**src/rtl/fpu_issue_q.sv**
```systemverilog
// FIFO issue queue and trig/okay sequencer in front of the fpu execution unit.
// Optional NaN-boxing of single-precision operands and results: define FPU_NANBOX_EN.
module fpu_issue_q #(
    parameter int unsigned DEPTH      = 2,
    parameter int unsigned MDU_OP_LEN = 4
) (
    input  logic                  clk,
    input  logic                  rstn,
    input  logic                  flush,
    input  logic                  req_valid,
    output logic                  req_ready,
    input  logic [MDU_OP_LEN-1:0] req_op,
    input  logic                  req_len_64,
    input  logic [63:0]           req_src1,
    input  logic [63:0]           req_src2,
    input  logic [4:0]            req_rd,
    output logic                  fpu_trig,
    output logic                  fpu_len_64,
    output logic [MDU_OP_LEN-1:0] fpu_op,
    output logic [63:0]           fpu_src1,
    output logic [63:0]           fpu_src2,
    output logic                  fpu_flush,
    input  logic [63:0]           fpu_out,
    input  logic                  fpu_okay,
    output logic                  rsp_valid,
    input  logic                  rsp_ready,
    output logic [63:0]           rsp_data,
    output logic [4:0]            rsp_rd
);
    localparam int unsigned AW = (DEPTH > 1) ? $clog2(DEPTH) : 1;
    localparam logic [AW:0] COUNT_FULL = (AW+1)'(DEPTH);

    typedef enum logic [1:0] {IDLE, BUSY, RESP} state_t;

    state_t                state, state_nxt;
    logic [MDU_OP_LEN-1:0] op_q   [DEPTH];
    logic                  len_q  [DEPTH];
    logic [63:0]           src1_q [DEPTH];
    logic [63:0]           src2_q [DEPTH];
    logic [4:0]            rd_q   [DEPTH];
    logic [AW-1:0]         wr_ptr, rd_ptr;
    logic [AW:0]           count;
    logic                  push, pop;
    logic                  head_len;
    logic [63:0]           head_src1, head_src2, result;

    assign req_ready = (count < COUNT_FULL);
    assign push      = req_valid && req_ready && !flush;
    assign pop       = (state == BUSY) && fpu_okay && !flush;

    assign head_len  = len_q[rd_ptr];
    assign head_src1 = src1_q[rd_ptr];
    assign head_src2 = src2_q[rd_ptr];
    assign fpu_len_64 = head_len;
    assign fpu_op     = op_q[rd_ptr];

`ifdef FPU_NANBOX_EN
    // Improperly boxed singles become the canonical single-precision NaN.
    always_comb begin
        fpu_src1 = head_src1;
        fpu_src2 = head_src2;
        result   = fpu_out;
        if (!head_len) begin
            if (head_src1[63:32] != '1) fpu_src1 = 64'hFFFF_FFFF_7FC0_0000;
            if (head_src2[63:32] != '1) fpu_src2 = 64'hFFFF_FFFF_7FC0_0000;
            result = {32'hFFFF_FFFF, fpu_out[31:0]};
        end
    end
`else
    always_comb begin
        fpu_src1 = head_src1;
        fpu_src2 = head_src2;
        result   = fpu_out;
    end
`endif

    always_ff @(posedge clk) begin
        if (push) begin
            op_q[wr_ptr]   <= req_op;
            len_q[wr_ptr]  <= req_len_64;
            src1_q[wr_ptr] <= req_src1;
            src2_q[wr_ptr] <= req_src2;
            rd_q[wr_ptr]   <= req_rd;
        end
    end

    always_ff @(posedge clk or negedge rstn) begin
        if (!rstn) begin
            wr_ptr <= '0;
            rd_ptr <= '0;
            count  <= '0;
        end else if (flush) begin
            wr_ptr <= '0;
            rd_ptr <= '0;
            count  <= '0;
        end else begin
            if (push) wr_ptr <= wr_ptr + 1'b1;
            if (pop)  rd_ptr <= rd_ptr + 1'b1;
            case ({push, pop})
                2'b10:   count <= count + 1'b1;
                2'b01:   count <= count - 1'b1;
                default: count <= count;
            endcase
        end
    end

    always_ff @(posedge clk or negedge rstn) begin
        if (!rstn) begin
            rsp_data <= '0;
            rsp_rd   <= '0;
        end else if (pop) begin
            rsp_data <= result;
            rsp_rd   <= rd_q[rd_ptr];
        end
    end

    always_ff @(posedge clk or negedge rstn) begin
        if (!rstn) state <= IDLE;
        else       state <= state_nxt;
    end

    always_comb begin
        state_nxt = state;
        fpu_trig  = 1'b0;
        fpu_flush = 1'b0;
        rsp_valid = 1'b0;
        case (state)
            IDLE: begin
                if (count != '0 && !flush) begin
                    fpu_trig  = 1'b1;
                    state_nxt = BUSY;
                end
            end
            BUSY: begin
                if (fpu_okay) state_nxt = RESP;
            end
            RESP: begin
                rsp_valid = 1'b1;
                if (rsp_ready) state_nxt = IDLE;
            end
            default: state_nxt = IDLE;
        endcase
        // Flush overrides every transition; only an in-flight op needs the unit killed.
        if (flush) begin
            state_nxt = IDLE;
            fpu_flush = (state == BUSY);
        end
    end
endmodule

```
**config.mk**
```make
export PLATFORM = sky130hd
export DESIGN_NAME = fpu_issue_q
export DESIGN_NICKNAME = d
export VERILOG_FILES = /design/src/rtl/fpu_issue_q.sv
export SDC_FILE = /design/constraint.sdc
export NUM_CORES = 1
export LEC_CHECK = 0
export ABC_AREA = 1
export BUFFER_PORTS_ARGS = -buffer_cell sky130_fd_sc_hd__buf_4
export CAP_MARGIN = 10
export CORE_ASPECT_RATIO = 0.6
export CORE_MARGIN = 10
export CORE_UTILIZATION = 51
export CTS_CLUSTER_DIAMETER = 120
export DETAILED_ROUTE_END_ITERATION = 7
export HOLD_SLACK_MARGIN = 0.12
export PLACE_DENSITY = 0.8
export SLEW_MARGIN = 40
export SYNTH_ARGS = -nofsm -noshare
export SYNTH_HDL_FRONTEND = slang
export SYNTH_SLANG_ARGS = --single-unit
export TNS_END_PERCENT = 10
```
**constraint.sdc**
```tcl
create_clock -name clk -period 9 [get_ports clk]
set_input_delay 1.8 -clock clk [delete_from_list [all_inputs] [get_ports clk]]
set_output_delay 1.8 -clock clk [all_outputs]
set_load 0.02 [all_outputs]
```
* Word level (Yosys, flattened, before mapping)
Memory sizes are Yosys's and may differ from the RTL's. A register that Yosys moved wholly into a read port is not among the register bits.
Cells that the tools add are included.
W data, S select, Z words.
** Cells by class
- Equal/unequal tests :: 7
- Add/subtract/negate cells :: 4
- $lt $le $gt $ge :: 1
- Reductions and logical operators :: 13
- Mux-type cells :: 17
** Operators with widths (number)
- $mux W1 :: 10
- $mux W2 :: 5
- $ne A3 B3 Y1 const B :: 3
- $pmux W2 S3 :: 1
- $reduce_bool A2 Y1 :: 3
- $logic_and A1 B1 Y1 :: 5
- $eq A2 B1 Y1 const B :: 2
- $eq A2 B2 Y1 const B :: 2
- $pmux W2 S2 :: 1
- $reduce_and A3 Y1 :: 1
- $reduce_bool A3 Y1 :: 1
- $add A1 B1 Y1 const B :: 2
- $add A2 B1 Y2 const B :: 1
- $logic_not A1 Y1 :: 2
- $logic_not A2 Y1 :: 1
- $lt A2 B2 Y1 const B :: 1
- $sub A2 B1 Y2 const B :: 1
** Word-level totals
- Memory bits (writable) :: 276
- Register bits after elaboration :: 70
- Input bits :: 208
- Memories :: 5
- Logic and storage cells :: 52
- Output and inout port bits :: 206
** Memory list
- src1_q :: depth 2, bits a word 64, read ports 1, clocked after memory_dff 0, wr ports 1, RTL line 38 : logic [63:0] src1_q [DEPTH];
- src2_q :: depth 2, bits a word 64, read ports 1, clocked after memory_dff 0, wr ports 1, RTL line 39 : logic [63:0] src2_q [DEPTH];
- rd_q :: depth 2, bits a word 5, read ports 1, clocked after memory_dff 1, wr ports 1, RTL line 40 : logic [4:0] rd_q [DEPTH];
- op_q :: depth 2, bits a word 4, read ports 1, clocked after memory_dff 0, wr ports 1, RTL line 36 : logic [MDU_OP_LEN-1:0] op_q [DEPTH];
- len_q :: depth 2, bits a word 1, read ports 1, clocked after memory_dff 0, wr ports 1, RTL line 37 : logic len_q [DEPTH];

* Logic depth before layout (Yosys ltp)
- Word-level depth :: 6
- Mapped depth :: 8
- Mapped depth without buffers :: 7

* Least setup slack after synthesis
No wires, ideal clock.
- Path type :: input-to-reg
- From :: input port req_valid
- To :: memory len_q[0] (enable)
- Arrival time :: 7900 ps
- Library setup time :: 637 ps
- Stages :: 4
- Setup slack :: 463 ps
- Required time :: 8363 ps
- Cells stage by stage :: inv_1 nor2_1 nand2_1 nor2_1
** Between the ends
- Longest elaborated chain between the ends :: 4
** RTL lines
- start, declared :: RTL line 10 : input logic req_valid,
- $logic_and A1 B1 Y1 (2 in a row) :: RTL line 48 : assign push = req_valid && req_ready && !flush;
- $mux W1 :: RTL line 78 : if (push) begin
- $mux W1 (not written as such) :: RTL line 80 : len_q[wr_ptr] <= req_len_64;
- end, declared :: RTL line 37
Every way passes these cells.

* Worst setup path in the final report
- From :: register rd_ptr
- To :: output port fpu_src1[4]
** Between the ends
- Longest elaborated chain between the ends :: 1
** RTL lines
- start, declared :: RTL line 41 : logic [AW-1:0] wr_ptr, rd_ptr;
- start signal, assigned :: RTL line 98 : if (pop) rd_ptr <= rd_ptr + 1'b1;
- $mem_v2 Z2 W64
- end, declared :: RTL line 20 : output logic [63:0] fpu_src1,
Every way passes these cells.

==> metrics.md <==
| Metric | Value |
|---|---|
| Initial Util | 51.5% |
| Worst r2r dst | src1_q[1][20]$_DFFE_PP_ |
| Pwr Density | 290 nW/um2 |
| Yosys Warn Count | 0 |
| Status | complete, no violations |
| CTS clk-pin slew, worst paths | 70 ps |
| Die extent in x | 226 um |
| Antenna violations before repair | 5 |
| Routability congestion estimate | 0.826 |
| Num CTS Buffers | 31 |
| Setup Fix Bufs, Post-CTS | 0 |
| Routed wire per std cell | 19.3 um |
| Endpoints failing hold | 0 |
| Leading cell types in the layout, fill and taps excluded | nand2_1 (608), buf_4 (418), edfxtp_1 (276) |
| Largest net degree at the start of global routing | 76 |
| Worst reg2reg startpoint | count[1]$_DFFE_PN0P_ |
| Post-DP HPWL | 24800 um |
| Detailed Routing Iterations Pass 1 | 5 |
| Final min period | 4910 ps |
| CTS Hold Bufs | 0 |
| GRT Residual Overflow | 0 |
| Worst skew pair latency | 570 ps |
| TritonCTS clock tree | yes |
| Crit Path Max Fanout | 75 |
| Die H | 143 um |
| Multi-input logic area | 2510 um2 |
| Area growth, synth to finish | 34.6% |
| HP Class | flip-flop to flip-flop |
| VDD IR max | 0.166 mV |
| Final net count | 1669 |
| Fmax achieved | 0.204 GHz |
| DIE AREA | 32300 um2 |
| WHS Path Cells | 2 |
| WHS Endpoint | rsp_data[26]$_DFFE_PN0P_ |
| Startpoint Class | flip-flop |
| Crit end category | output pin |
| Share of post-route cells with drive strength above 1 | 32.5% |
| Register Area | 10200 um2 |
| CTS root buf | clkbuf_16 |
| Clock H-tree levels | 1 |
| RSZ-0062 raised after global routing | no |
| Clk buf depth | 3 |
| FILL cells | 1694 |
| Crit-path cells | inv_6 > buf_4 > nand2_1 > nand2_1 > buf_4 |
| Yosys reg bits | 351 |
| Post-synth top area cell | edfxtp_1 |
| Tcrit/Tclk final | 54.6% |
| Crit path DAT | 3110 ps |
| Required time of the critical path | 7200 ps |
| Core Box Area | 25100 um2 |
| Slew Viols, Final | 0 |
| Vias in the first global route | 8879 |
| Synthesized instance count | 1051 |
| Total I/O pin count | 414 |
| Sequential area share after synthesis | 78.6% |
| Hold Startpoint | rsp_data[26]$_DFFE_PN0P_ |
| Synth cell types | 20 |
| # clock sinks | 351 |
| IO buf count | 413 |
| Area of the mapped netlist | 12900 um2 |
| Global-route wire length before repair | 50700 um |
| Residual DRC count | 0 |
| Slew HR | 46.1% |
| Final setup skew | 19.4 ps |
| Vias per cell | 4.92 |
| Leakage | 7.87 nW |
| Ranking of synthesized cells by area | edfxtp_1 (64%), nand2_1 (18%), dfrtp_1 (15%) |
| Actual slew at the worst max-slew pin | 809 ps |
| Post-Layout Cell Count | 1817 |
| Synth Area per Inst | 12.3 um2 |
| Routed WL | 35100 um |
| Max Cap Violations | 0 |
| Final setup vio count | 0 |
| Rows | 45 |
| Post-CTS Resized | 0 |
| Routed vias | 8932 |
| Worst Setup Path Type | flip-flop to output pin |
| Placed cells | 1757 |
| Reg-to-reg slack, setup | 5840 ps |
| Share of the synthesized area in the top cell type | 64.1% |
| Tot GR Track Use | 20.6% |
| Setup TNS | 0 ps |
| Syn Nets | 1259 |
| Reg2reg path depth | 5 |
| Commonest non-fill, non-tap cell in the layout | nand2_1 |
| Slowest cell on the critical path | dfrtp_4 |
| Final antenna-violating net count | 0 |
| Number of DRC markers in iteration 0 | 799 |
| Slowest stage delay, CP | 760 ps |
-- logic make-up after synthesis --
logic type | share of synthesized area, %
flip-flops | 78.6
buffers and inverters | 2.19
AO/OA/AOI/OAI | 0.600
AND/OR/NAND/NOR | 18.6
-- final cells by class --
| class | instances | share of cell area, % |
|---|---|---|
| Timing Repair Buffer | 422 | 18.4 |
| Antenna cell | 4 | 0.0575 |
| Sequential cell | 351 | 58.4 |
| Clock inverter | 16 | 0.913 |
| Multi-Input combinational cell | 647 | 14.4 |
| Tap cell | 329 | 2.37 |
| Clock buffer | 40 | 5.25 |
| Inverter | 8 | 0.201 |
-- critical path, delay by kind of cell (launching register included) --
family	cells	cell delay, ps
DFF	1	760
and+or+nand+nor	2	270
buffers and inverters	3	1390
-- worst max-delay path by stage --
stage               depth (start not counted)                 endpoint  slack, ps          startpoint
floorplan                                   4       len_q[0]$_DFFE_PP_        460           req_valid
global placement                            7  src1_q[1][24]$_DFFE_PP_       4230           req_valid
detailed placement                          7  src1_q[1][24]$_DFFE_PP_       4430           req_valid
CTS                                         5              fpu_src1[4]       3870  rd_ptr$_DFFE_PN0P_
global route                                5              fpu_src1[4]       3830  rd_ptr$_DFFE_PN0P_
finish                                      5              fpu_src1[4]       4090  rd_ptr$_DFFE_PN0P_
-- layer usage --
| metal | track usage (%) | vias up | wire [um] |
|---|---|---|---|
| met2 | 35.2 | 370 | 17600 |
| met4 | 6.55 | 2 | 946 |
| met5 | 0 | - | 13 |
| met3 | 7.75 | 53 | 3670 |
| met1 | 23.6 | 4233 | 12900 |
| li1 | - | 4274 | - |
-- synth_stat cells (all sizes together) --
master and instances:
a21oi 2, buf 27, clkbuf 18, clkinv 1, dfrtp 75, edfxtp 276, inv 7, nand2 609
nand3 5, nor2 20, nor3 1, o21ai 2, o21bai 1, o22ai 2, o31ai 5
-- power breakdown --
| part | internal, mW | switching (mW) | leakage [nW] |
|---|---|---|---|
| clock network | 0.800 | 0.570 | 0.537 |
| registers | 2.03 | 0.137 | 3.45 |
| logic | 0.575 | 0.942 | 3.88 |
-- flip-flops by register name, summed over array words and instances (netlist names), 5 cells and up --
signal    cells
src1_q      128
src2_q      128
rsp_data     64
rd_q         10
op_q          8
rsp_rd        5
-- per-stage QoR --
stage | util, % | setup WS, ps | cell area [um2] | total power, mW | hold slack (ps)
2_1_floorplan | - | 463 | 12900 | 2.98 | 458
3_3_place_gp | 64.8 | 4230 | 16300 | 3.69 | 462
3_5_place_dp | 65.0 | 4430 | 16300 | 3.73 | 466
4_1_cts | 69.3 | 3870 | 17400 | 5.11 | 484
5_1_grt | 69.3 | 3830 | 17400 | 5.30 | 500
6_report | 69.3 | 4090 | 17400 | 5.05 | 479
No activity file was read; power rests on OpenSTA's default activity.
